<file path="config.mk">
export PLATFORM = sky130hd
export DESIGN_NAME = fmul_result_buffer
export DESIGN_NICKNAME = d
export VERILOG_FILES = /design/src/rtl/fmul_result_buffer.sv
export SDC_FILE = /design/constraint.sdc
export NUM_CORES = 1
export LEC_CHECK = 0
export CAP_MARGIN = 20
export CORE_MARGIN = 2
export CORE_UTILIZATION = 45
export CTS_CLUSTER_SIZE = 24
export DETAILED_ROUTE_END_ITERATION = 7
export PLACE_DENSITY = 0.71
export SYNTH_ARGS = -nofsm -noshare
export SYNTH_HDL_FRONTEND = slang
export SYNTH_SLANG_ARGS = --single-unit
export TNS_END_PERCENT = 1
</file>
<file path="constraint.sdc">
create_clock -name clk -period 9.4 [get_ports clk]
set_input_delay 2.35 -clock clk [delete_from_list [all_inputs] [get_ports clk]]
set_output_delay 2.35 -clock clk [all_outputs]
set_load 0.005 [all_outputs]
</file>
<file path="src/rtl/fmul_result_buffer.sv">
// fmul_result_buffer: show-ahead FIFO behind a fixed-latency multiplier, with in-flight tracking
// and issue credit so that no product is ever dropped under legal use.
module fmul_result_buffer #(
    parameter int DEPTH   = 16,
    parameter int MUL_LAT = 14,
    parameter int WIDTH   = 64,
    localparam int AW     = $clog2(DEPTH),
    localparam int CW     = AW + 1
) (
    input  logic             clk,
    input  logic             rstn,
    input  logic             issue,
    output logic             credit_ok,
    input  logic [WIDTH-1:0] mul_result,
    input  logic             mul_ready,
    output logic [WIDTH-1:0] out_data,
    output logic             out_valid,
    input  logic             out_ready,
    output logic [CW-1:0]    count,
    output logic [CW-1:0]    inflight,
    output logic [2:0]       err
);
    localparam logic [CW:0]   LIMIT = (CW+1)'(DEPTH);
    localparam logic [CW-1:0] FULL  = CW'(DEPTH);

    if (DEPTH < MUL_LAT + 2 || (DEPTH & (DEPTH - 1)) != 0) begin : g_bad_depth
        $error("DEPTH must be a power of two and at least MUL_LAT+2");
    end

    logic [WIDTH-1:0] mem [DEPTH];
    logic [AW-1:0]    rd_ptr, wr_ptr;
    logic [CW:0]      used;
    logic             full, pop, push_ok;

    assign out_valid = count != '0;
    assign full      = count == FULL;
    assign pop       = out_valid & out_ready;
    // When full, a same-cycle pop frees the slot being written (wr_ptr == rd_ptr).
    assign push_ok   = mul_ready & (!full | pop);
    assign out_data  = out_valid ? mem[rd_ptr] : '0;
    assign used      = {1'b0, inflight} + {1'b0, count};
    assign credit_ok = used < LIMIT;

    always_ff @(posedge clk) begin
        if (push_ok) mem[wr_ptr] <= mul_result;
    end

    always_ff @(posedge clk or negedge rstn) begin
        if (!rstn) begin
            rd_ptr   <= '0;
            wr_ptr   <= '0;
            count    <= '0;
            inflight <= '0;
            err      <= '0;
        end else begin
            if (push_ok) wr_ptr <= wr_ptr + 1'b1;
            if (pop) rd_ptr <= rd_ptr + 1'b1;
            if (push_ok && !pop) count <= count + 1'b1;
            else if (pop && !push_ok) count <= count - 1'b1;
            if (issue && !mul_ready && inflight != '1) inflight <= inflight + 1'b1;
            else if (mul_ready && !issue && inflight != '0) inflight <= inflight - 1'b1;
            err <= err | {mul_ready & full & !pop, mul_ready & (inflight == '0), issue & !credit_ok};
        end
    end
endmodule

</file>
==> impl.org <==
** Logic synthesis
- Most frequent cell after synthesis :: edfxtp_1
- Synth warn :: 0
- Cells taking the most area after synthesis :: edfxtp_1, mux4_2, mux2_2
- Cell Area, Synth :: 0.0402 mm^2
- Syn Inst Count :: 1711
- Of the synthesized area, sequential elements account for 0.778.
- Flip-flop and latch count after synthesis :: 1045
- Ranked by instance count, the synthesized netlist is headed by edfxtp_1, mux4_2, mux2_2.
- Number of flops mapped to enable cells by yosys :: 1024
- Dominant synthesized flop cell :: edfxtp_1
- The share of synthesized area in the top cell type comes to 0.765.
- Synthesis produced a netlist with a net count of 1798.
- The average instance in the mapped netlist occupies 23.5 um^2.
- Biggest area consumer among synthesized cells :: edfxtp_1
- For this run, asynchronously set or reset flops after synthesis account for 0.0201.
- Synthesis instantiated 43 different standard cells from the library.

** GRT
- For this run, the total global-route usage over all layers was measured as 0.194.
- For met3 alone, demand over resource in global routing was 0.0337.
- The first global-routing pass estimated 129 mm of wire.
- For met2 alone, demand over resource in global routing was 0.324.
- The via count of the first global-routing pass is 19100.
- The number of antenna violations at the first check in global routing is 4.
- Global route hottest layer :: met2
- Pin count of the biggest net entering global routing :: 81
- The total overflow left after global routing is 0.
- M1 GR Usage :: 0.266

** STA
- The number of pins with negative max-slew slack in the final report is 0.
- The worst path needs 6.64 ns of the cycle, external delays included.
- Clock skew on the completed layout was measured at 0.0408 ns.
- At the pin with the least slew margin, the transition time is 0.991 ns.
- Max_slew headroom :: 0.340
- Summed over all failing endpoints, the final setup total negative slack is 0 ns.
- Count of final hold-check violations :: 0
- Final period util :: 0.706
- Achievable frequency :: 151 MHz
- Setup violations remaining at the end of the flow were counted as 0.
- Setup repair after global routing missed its margin :: false

** Drt
- The count of nets left with antenna violations once routing finished came out at 0.
- Routed vias/inst :: 5.81
- Across all layers, the routed design uses 18300 vias.
- Total length of routed wires :: 87.9 mm
- The detailed router finished its first iteration with 1737 violations.
- Routed length per instance :: 27.8 um
- DRT Pass-1 Iters :: 8
- After detailed routing, the number of remaining DRC violations is 16.

** Clocking
- CTS Hold Bufs :: 0
- TritonCTS built the clock tree.
- Number of gates resized after cts :: 0
- Number of buffers created by CTS :: 101
- The tree built by TritonCTS fans out to 1045 sinks.
- Once the clock tree was built, the setup fixing pass inserted 0 buffers.
- The H-tree generated during clock tree synthesis spans 3 levels.
- Clock Path Buffers :: 3
- CTS placed an instance of clkbuf_16 at the clock tree root.
- The later pin in the worst-skew pair is clocked with a latency of 0.69 ns.
- After clock tree synthesis, the clock-pin slew on the worst setup and hold paths is 0.06 ns.

** Worst setup path
- In this run the worst path has a maximum fanout of 49.
- Crit end category :: output port
- Number of cells on the worst reg-to-reg path :: 6
- Critical path destination :: out_data[61]
- STA classifies the critical path startpoint as a flip-flop.
- The worst setup path is of the flip-flop to output port kind.
- Setup slack on the worst reg-to-reg path comes out at 5.87 ns.
- STA puts the critical path data required time at 7.05 ns.
- In this run the critical register-to-register path is captured at mem[7][38].
- Data arrives at the worst endpoint at 4.29 ns.
- Worst R2R Start :: count[0]
- The critical path starts at rd_ptr[1].

** Floorplan
- The initial utilization of the core area, before any placement, comes to 0.454.
- Number of placement rows :: 109
- The die is 303 um wide.
- IO Count :: 148
- In this run the standard cell core region covers 0.0885 mm^2.
- The die covers 0.0917 mm^2.
- Die boundary height :: 303 um

** Power
- In this run the power density over the cells is 310 mW/mm^2.
- Summing internal, switching and leakage power gives 14.4 mW.
- In this run the static leakage power is 14.6 nW.
- The worst-case IR drop observed on VDD is 0.000204 V.

** Layout
- Fillcell total :: 6585
- Share of layout cells above drive strength 1 :: 0.270
- Summing all multi-input logic gate instances after layout gives 0.00850 mm^2.
- The final layout contains 1997 nets.
- Area delta synth->final :: 15.8%
- Area occupied by registers :: 0.0313 mm^2

** Run
- Maxcap violations :: 0

** Outcome
- Violations in the final reports :: DRC
- The flow ran to the end, but the final reports show violations.

** Placed design
- Routability-driven placement finished with a final weighted congestion of 0.744.
- Detailed-placement wirelength estimate :: 45.8 mm
- Port bufs :: 147

** Min path
- Min-Delay Path Class :: flip-flop to flip-flop
## registers in the layout (all words and copies together), names as in the netlist
signal and flops:
mem 1024, count 5, inflight 5, rd_ptr 4, wr_ptr 4, err 3
## power by group
group	internal (mW)	switching (mW)
sequential	5.63	0.300
combinational	2.27	2.11
clock	2.35	1.76
## layer usage
metal	share of wire	vias to the layer above	wire length (um)
met4	0.020	8	1750
met5	0.00065	-	57
met1	0.42	9942	36600
met2	0.51	554	44400
met3	0.057	132	5050
li1	-	7713	-
## critical path, stage by stage (launching register included)
cell	delay, ns
dfrtp_4	1.01
buf_4	0.79
mux4_2	0.61
mux2_2	0.29
a221o_1	0.33
clkdlybuf4s50_1	0.45
## cells by family after synthesis
kind of cell	share of synthesized area
DFF	0.778
muxes	0.163
and+or+nand+nor	0.0166
buffers and inverters	0.0133
AOI/OAI and AO/OA	0.0201
adders and majority gates	0.00598
xor gates and xnor gates	0.00283
## how the worst min path moves through the flow
stage	from	end	slack, ns	depth (start not counted)
2_1_floorplan	err[1]	err[1]	0.46	2
3_3_place_gp	err[1]	err[1]	0.45	2
3_5_place_dp	err[1]	err[1]	0.45	2
4_1_cts	err[1]	err[1]	0.47	2
5_1_grt	err[1]	err[1]	0.51	2
6_report	err[1]	err[1]	0.46	2
## area by class of cell
class / count / share of cell area
multi-input combinational: 561 / 0.183
antenna: 1 / 0.0000538
sequential: 1045 / 0.672
inverter: 16 / 0.00129
timing repair buffer: 185 / 0.0390
tap: 1165 / 0.0313
clock buffer: 110 / 0.0550
clock inverter: 76 / 0.0184
## placed cells by master (no fill, tap or decap), drive strengths merged, types with 3 or more instances in the layout
cell type	netlist	routed
clkdlybuf4s50	0	147
buf	66	38
a221o	63	63
mux2	68	68
nor3	3	3
clkbuf	23	110
inv	16	19
a21oi	4	4
and2	4	4
dfrtp	21	21
nand3b	3	3
nor4	4	4
o211ai	3	3
ha	16	16
mux4	254	254
nand3	5	5
nand2	9	9
nand4	3	3
mux2i	7	7
nor2	13	13
o21ai	5	5
nor2b	63	63
o31ai	4	4
edfxtp	1024	1024
bufinv	0	13
clkinv	0	54
clkinvlp	0	6
xnor2	11	11
a21o	4	4
## stage by stage
step | std cells | hold slack [ns] | setup WS, ns | cell area, um^2 | utilization
finish | 3159 | 0.464 | 2.76 | 46500 | 0.526
global route | 3158 | 0.514 | 2.51 | 46500 | 0.526
CTS | 3157 | 0.468 | 2.68 | 46500 | 0.525
detailed placement | 2971 | 0.452 | 3.39 | 43100 | 0.487
global placement | 2971 | 0.454 | 3.39 | 43100 | 0.487
floorplan | 1711 | 0.460 | 0.118 | 40200 | -
Power figures use the tool's default switching activity.
